`src/rtl/imm_gen_pkg.sv`:
```
// Shared types and constants for the decode-stage immediate generator.
// Contents: imm_type_e codes, RV32/RV64 base opcodes, instruction width.
package imm_gen_pkg;

  localparam int unsigned INST_W = 32;
  localparam int unsigned TYPE_W = 3;
  localparam int unsigned OPC_W  = 7;

  typedef enum logic [TYPE_W-1:0] {
    IMM_NONE = 3'd0,
    IMM_I    = 3'd1,
    IMM_S    = 3'd2,
    IMM_B    = 3'd3,
    IMM_U    = 3'd4,
    IMM_J    = 3'd5,
    IMM_Z    = 3'd6
  } imm_type_e;

  localparam logic [OPC_W-1:0] OPC_OP     = 7'b0110011;
  localparam logic [OPC_W-1:0] OPC_OPIMM  = 7'b0010011;
  localparam logic [OPC_W-1:0] OPC_LOAD   = 7'b0000011;
  localparam logic [OPC_W-1:0] OPC_STORE  = 7'b0100011;
  localparam logic [OPC_W-1:0] OPC_BRANCH = 7'b1100011;
  localparam logic [OPC_W-1:0] OPC_JAL    = 7'b1101111;
  localparam logic [OPC_W-1:0] OPC_JALR   = 7'b1100111;
  localparam logic [OPC_W-1:0] OPC_LUI    = 7'b0110111;
  localparam logic [OPC_W-1:0] OPC_AUIPC  = 7'b0010111;
  localparam logic [OPC_W-1:0] OPC_SYSTEM = 7'b1110011;

endpackage

```
`src/rtl/imm_decode.sv`:
```
// Combinational opcode-to-immediate decode.
// Ports: inst_i (instruction word) -> imm_o (XLEN, extended immediate),
//        imm_type_o (imm_type_e code), unknown_o (opcode not recognised).
// Optional: IMM_CSR_EN enables the Z-type CSR immediate (CSRR*I).
module imm_decode
  import imm_gen_pkg::*;
#(
  parameter int unsigned XLEN = 32
) (
  input  logic [INST_W-1:0] inst_i,
  output logic [XLEN-1:0]   imm_o,
  output logic [TYPE_W-1:0] imm_type_o,
  output logic              unknown_o
);

  // imm32 is already extended to 32 bits (sign for all types, zero for Z),
  // so a single sign extension of bit 31 widens every type correctly.
  logic [31:0] imm32;
  imm_type_e   imm_type;

  always_comb begin
    imm32     = '0;
    imm_type  = IMM_NONE;
    unknown_o = 1'b0;
    case (inst_i[OPC_W-1:0])
      OPC_OP: begin
        imm_type = IMM_NONE;
      end
      OPC_OPIMM, OPC_LOAD, OPC_JALR: begin
        imm_type = IMM_I;
        imm32    = {{20{inst_i[31]}}, inst_i[31:20]};
      end
      OPC_STORE: begin
        imm_type = IMM_S;
        imm32    = {{20{inst_i[31]}}, inst_i[31:25], inst_i[11:7]};
      end
      OPC_BRANCH: begin
        imm_type = IMM_B;
        imm32    = {{19{inst_i[31]}}, inst_i[31], inst_i[7], inst_i[30:25],
                    inst_i[11:8], 1'b0};
      end
      OPC_JAL: begin
        imm_type = IMM_J;
        imm32    = {{11{inst_i[31]}}, inst_i[31], inst_i[19:12], inst_i[20],
                    inst_i[30:21], 1'b0};
      end
      OPC_LUI, OPC_AUIPC: begin
        imm_type = IMM_U;
        imm32    = {inst_i[31:12], 12'b0};
      end
      OPC_SYSTEM: begin
`ifdef IMM_CSR_EN
        // funct3[2] selects the immediate CSR forms; rs1 field is the uimm
        if (inst_i[14]) begin
          imm_type = IMM_Z;
          imm32    = {27'b0, inst_i[19:15]};
        end else begin
          imm_type = IMM_I;
          imm32    = {{20{inst_i[31]}}, inst_i[31:20]};
        end
`else
        imm_type = IMM_I;
        imm32    = {{20{inst_i[31]}}, inst_i[31:20]};
`endif
      end
      default: begin
        imm_type  = IMM_I;
        imm32     = {{20{inst_i[31]}}, inst_i[31:20]};
        unknown_o = 1'b1;
      end
    endcase
  end

  assign imm_o      = XLEN'(signed'(imm32));
  assign imm_type_o = imm_type;

endmodule

```
`src/rtl/imm_gen_stage.sv`:
```
// Registered immediate generator with a 2-entry (main + skid) output buffer.
// Ports: clk, rst_n (async, active-low), flush_i;
//        in_valid_i/in_ready_o/inst_i/pc_i  - instruction input handshake;
//        out_valid_o/out_ready_i/imm_o/imm_type_o/inst_o/pc_o/unknown_o
//        - decoded result handshake, driven from the main entry.
// Optional: IMM_CSR_EN (see imm_decode) enables Z-type CSR immediates.
module imm_gen_stage
  import imm_gen_pkg::*;
#(
  parameter int unsigned XLEN = 32,
  parameter int unsigned PC_W = 32
) (
  input  logic              clk,
  input  logic              rst_n,
  input  logic              flush_i,
  input  logic              in_valid_i,
  output logic              in_ready_o,
  input  logic [INST_W-1:0] inst_i,
  input  logic [PC_W-1:0]   pc_i,
  output logic              out_valid_o,
  input  logic              out_ready_i,
  output logic [XLEN-1:0]   imm_o,
  output logic [TYPE_W-1:0] imm_type_o,
  output logic [INST_W-1:0] inst_o,
  output logic [PC_W-1:0]   pc_o,
  output logic              unknown_o
);

  typedef struct packed {
    logic [XLEN-1:0]   imm;
    logic [TYPE_W-1:0] imm_type;
    logic [INST_W-1:0] inst;
    logic [PC_W-1:0]   pc;
    logic              unknown;
  } entry_t;

  entry_t main_q, main_d, skid_q, skid_d, in_entry;
  logic   main_v_q, main_v_d, skid_v_q, skid_v_d;
  logic   accept, drain;

  logic [XLEN-1:0]   dec_imm;
  logic [TYPE_W-1:0] dec_type;
  logic              dec_unknown;

  imm_decode #(.XLEN(XLEN)) u_decode (
    .inst_i     (inst_i),
    .imm_o      (dec_imm),
    .imm_type_o (dec_type),
    .unknown_o  (dec_unknown)
  );

  // Incoming entry assembled from the decode plus sideband
  always_comb begin
    in_entry          = '0;
    in_entry.imm      = dec_imm;
    in_entry.imm_type = dec_type;
    in_entry.inst     = inst_i;
    in_entry.pc       = pc_i;
    in_entry.unknown  = dec_unknown;
  end

  // Ready depends only on registered state, so out_ready_i never reaches it
  assign accept = in_valid_i & ~skid_v_q;
  assign drain  = main_v_q & out_ready_i;

  // Buffer next state; flush overrides both accept and drain
  always_comb begin
    main_d   = main_q;
    skid_d   = skid_q;
    main_v_d = main_v_q;
    skid_v_d = skid_v_q;
    if (flush_i) begin
      main_v_d = 1'b0;
      skid_v_d = 1'b0;
    end else begin
      if (drain) begin
        if (skid_v_q) begin
          main_d   = skid_q;
          main_v_d = 1'b1;
        end else begin
          main_v_d = 1'b0;
        end
        skid_v_d = 1'b0;
      end
      // New entry lands in main if it is (or is becoming) free, else skid
      if (accept) begin
        if (!main_v_d) begin
          main_d   = in_entry;
          main_v_d = 1'b1;
        end else begin
          skid_d   = in_entry;
          skid_v_d = 1'b1;
        end
      end
    end
  end

  // Buffer state registers
  always_ff @(posedge clk or negedge rst_n) begin
    if (!rst_n) begin
      main_q   <= '0;
      skid_q   <= '0;
      main_v_q <= 1'b0;
      skid_v_q <= 1'b0;
    end else begin
      main_q   <= main_d;
      skid_q   <= skid_d;
      main_v_q <= main_v_d;
      skid_v_q <= skid_v_d;
    end
  end

  assign in_ready_o  = ~skid_v_q;
  assign out_valid_o = main_v_q;
  assign imm_o       = main_q.imm;
  assign imm_type_o  = main_q.imm_type;
  assign inst_o      = main_q.inst;
  assign pc_o        = main_q.pc;
  assign unknown_o   = main_q.unknown;

endmodule
```
`config.mk`:
```
export PLATFORM = sky130hd
export DESIGN_NAME = imm_gen_stage
export DESIGN_NICKNAME = d
export VERILOG_FILES = /design/src/rtl/imm_gen_pkg.sv /design/src/rtl/imm_decode.sv /design/src/rtl/imm_gen_stage.sv
export SDC_FILE = /design/constraint.sdc
export NUM_CORES = 1
export LEC_CHECK = 0
export BUFFER_PORTS_ARGS = -buffer_cell sky130_fd_sc_hd__buf_4
export CORE_MARGIN = 2
export CORE_UTILIZATION = 35
export CTS_BUF_LIST = sky130_fd_sc_hd__clkbuf_8
export DETAILED_ROUTE_END_ITERATION = 10
export PLACE_DENSITY_LB_ADDON = 0.3
export SETUP_SLACK_MARGIN = 0.05
export SYNTH_ARGS = -nofsm -noshare
export SYNTH_HDL_FRONTEND = slang
export SYNTH_SLANG_ARGS = --single-unit
```
`constraint.sdc`:
```
create_clock -name clk -period 1.9 [get_ports clk]
set_input_delay 0.475 -clock clk [delete_from_list [all_inputs] [get_ports clk]]
set_output_delay 0.475 -clock clk [all_outputs]
set_load 0.005 [all_outputs]
```
==> impl_metrics.ini <==
[status]
status = finished, final reports clean

[die]
core-area_um2 = 24320
ioPinCount = 171
die-height_um = 161.3
fp.dieW_um = 161.3
die_area_um2 = 26030
initial_utilization_pct = 35.62
rows = 57

[yosys]
synthCells = 833
synthTopCellsByArea = dfrtp_1, o22a_1, nand2_1, clkbuf_1, o221ai_1
yosys_warnings = 0
syn_area_um2 = 8663
yosysTopAreaCell = dfrtp_1
synth_top_area_share_pct = 58.35
syn-num-nets = 902
seq_area_frac_synth_pct = 58.35
ys_ff_latch = 202
avgSynthCellArea_um2 = 10.40
yosysUniqueCellTypes = 46

[finish]
area_growth_pct = 33.19
stdcell_area_um2 = 11540
nets = 1105
drive_above_1_share_pct = 29.41
fin_cells = 1386
final_util_pct = 47.45
fill_cells = 2269

[route]
ant_nets = 0
via_count = 7308
drt-total-wl_mm = 26.09
wl_per_cell_um = 18.82
drt_iter0_markers = 522
drc = 0
dr.pass1.iters = 5
routed_via_density = 5.273

[power]
net-switching-power_mw = 3.444
swShare_pct = 28.32
intPower_mw = 8.716
power.leakage_nw = 5.224
p_per_area_nw_per_um2 = 1054
vdd_drop_max_mv = 0.6465
seqPwrFrac_pct = 48.0
clock_power_share_pct = 32.2
fin_total_pwr_mw = 12.16
p_comb_share_pct = 19.8

[global_routing]
grt_max_degree = 55
grt_pass1_vias = 7339
grt.overflow.total = 0
grt_pass1_wl_mm = 41.05
antenna_found_initial = 1
track_usage_pct = 19.74

[worst_setup_path]
crit_cells = 3
r2r_setup_slack_ns = 0.22
cp_max_fo = 5
cp-start-kind = flop
endpoint_kind = output port
critPathArrivalTime_ns = 1.28
critPathKind = reg -> out
worstRegToRegCells = 6
reg2reg_from = skid_v_q
crit_start = skid_v_q
max_stage_delay_ns = 0.41
cp_data_required_time_ns = 1.42
cp_top_family = flip-flops
worstPathCellList = buf_4 -> inv_2 -> buf_4
slowest_stage = dfrtp_1
r2r_end = imm_o[12]
crit_path_end = in_ready_o
cpMostUsedCell = buf_4
critical_path_buf_inv_count = 3

[placed_design]
post-place-ws_ns = -0.2153
hpwl_mm = 17.19
finalWeightedCongestion = 0.7614
placed_cells = 1318
portBuffers = 170
place_area_um2 = 10790

[timing]
fin_worst_skew_ns = 0.03124
holdWs_ns = 0.1620
rsz0062_at_grt = no
min_period_ns = 1.755
hold_violations = 0
tightest_slew_ns = 0.5764
slew-limit-headroom_pct = 61.57
setup_ws_ns = 0.1445
timing.fmax_mhz = 569.6
setup_tns_ns = 0
fin_crit_sh_pct = 92.39
setup_viol = 0
slew_violations = 0

[clocking]
clockBufferDepth = 3
cts_tree = built
h-tree-depth = 2
cts_made_buffers = 36
root_buffer = clkbuf_8
clk_pin_slew_worst_paths_ns = 0.06
clock_latency_ns = 0.52
cts_sinks = 202

[hold_path]
hold_path_class = in -> reg

[run]
maxCapViolCount = 0
kinds of logic (layout without fill, tap and decap cells):
group,Yosys count,in the layout,synth area share [%]
flops,202,202,58.35
simple gates,277,277,13.13
other cells,0,1,0
mux,2,2,0.2455
buf+inv,73,301,3.538
compound gates,279,279,24.74
power by group through the flow:
stage / sequential [mW] / clock, mW / combinational (mW)
2_1_floorplan: 5.78 / 0 / 1.13
3_3_place_gp: 5.86 / 0 / 2.36
3_5_place_dp: 5.89 / 0 / 2.43
4_1_cts: 5.83 / 4.04 / 2.43
5_1_grt: 5.95 / 4.22 / 2.68
6_report: 5.84 / 3.92 / 2.41
sequential cells by signal, indices dropped and copies added, names as in the netlist:
signal       flops
unknown_o        1
skid_v_q         1
out_valid_o      1
skid_q         100
inst_o          32
imm_type_o       3
imm_o           32
pc_o            32
area by class of cell:
type | instances | area (um^2) | share of cell area [%]
Clock inverter | 18 | 80.08 | 0.6940
Multi-Input combinational cell | 558 | 3362 | 29.14
Clock buffer | 45 | 619.3 | 5.368
Sequential cell | 202 | 5055 | 43.81
Tap cell | 324 | 405.4 | 3.513
Antenna cell | 1 | 2.502 | 0.02169
Inverter | 3 | 11.26 | 0.09759
Timing Repair Buffer | 235 | 2003 | 17.36
routing by layer:
layer  routed length, um  track usage [%]  vias up
met4                 446            5.276        0
met5                   0                0        -
met3                1924            5.598       39
met1               11750            27.45     3614
li1                    -                -     3409
met2               11970            30.40      246
worst register-to-register path, delay by kind of cell, from the launching register on:
family / cells / cell delay [ns]
flops: 1 / 0.41
simple gates: 1 / 0.26
compound gates: 3 / 0.59
buf+inv: 2 / 0.36
Yosys cell counts (all sizes together):
cell type	number
o22ai	26
nand2b	2
a211oi	3
nand3	5
nand4	1
nand3b	3
o32ai	1
and3b	1
o22a	130
o221ai	22
buf	18
mux2	1
nand4b	1
inv	3
a2111oi	1
nor3b	1
a31oi	4
a22oi	5
a211o	1
mux2i	1
o21ai	32
or3	1
o31ai	1
o211ai	4
o21a	8
dfrtp	202
or3b	1
nor3	3
or4b	1
nand2	236
nor2	18
nor2b	1
and4	1
a21oi	41
clkbuf	52
and4b	1
cells in the final DEF, fill, tap and decap left out, drive strengths merged, types with 2 or more instances in the layout:
cell / Yosys / routed
a211oi: 3 / 3
a21oi: 41 / 41
a22oi: 5 / 5
a31oi: 4 / 4
buf: 18 / 232
clkbuf: 52 / 47
clkinv: 0 / 3
dfrtp: 202 / 202
inv: 3 / 17
nand2: 236 / 236
nand2b: 2 / 2
nand3: 5 / 5
nand3b: 3 / 3
nor2: 18 / 18
nor3: 3 / 3
o211ai: 4 / 4
o21a: 8 / 8
o21ai: 32 / 32
o221ai: 22 / 22
o22a: 130 / 130
o22ai: 26 / 26
how the worst min path moves through the flow:
stage               start         end  slack [ns]  depth (start not counted)
2_1_floorplan       rst_n    imm_o[0]        0.18                          0
5_1_grt          pc_i[24]  skid_q[25]        0.15                          3
3_5_place_dp   skid_q[39]  skid_q[39]        0.46                          2
4_1_cts          pc_i[20]  skid_q[21]        0.13                          3
3_3_place_gp   skid_q[49]  skid_q[49]        0.46                          2
6_report         pc_i[20]  skid_q[21]        0.16                          3
repair_timing:
| item | 4_1_cts | 5_1_grt |
|---|---|---|
| resized for setup | 0 | 1 |
| endpoints found under the hold margin | 46 | 0 |
| endpoints found under the setup margin | 0 | 2 |
| setup buffers | 0 | 2 |
| hold buffers | 1 | 0 |
(Power assumes the default switching activity.)
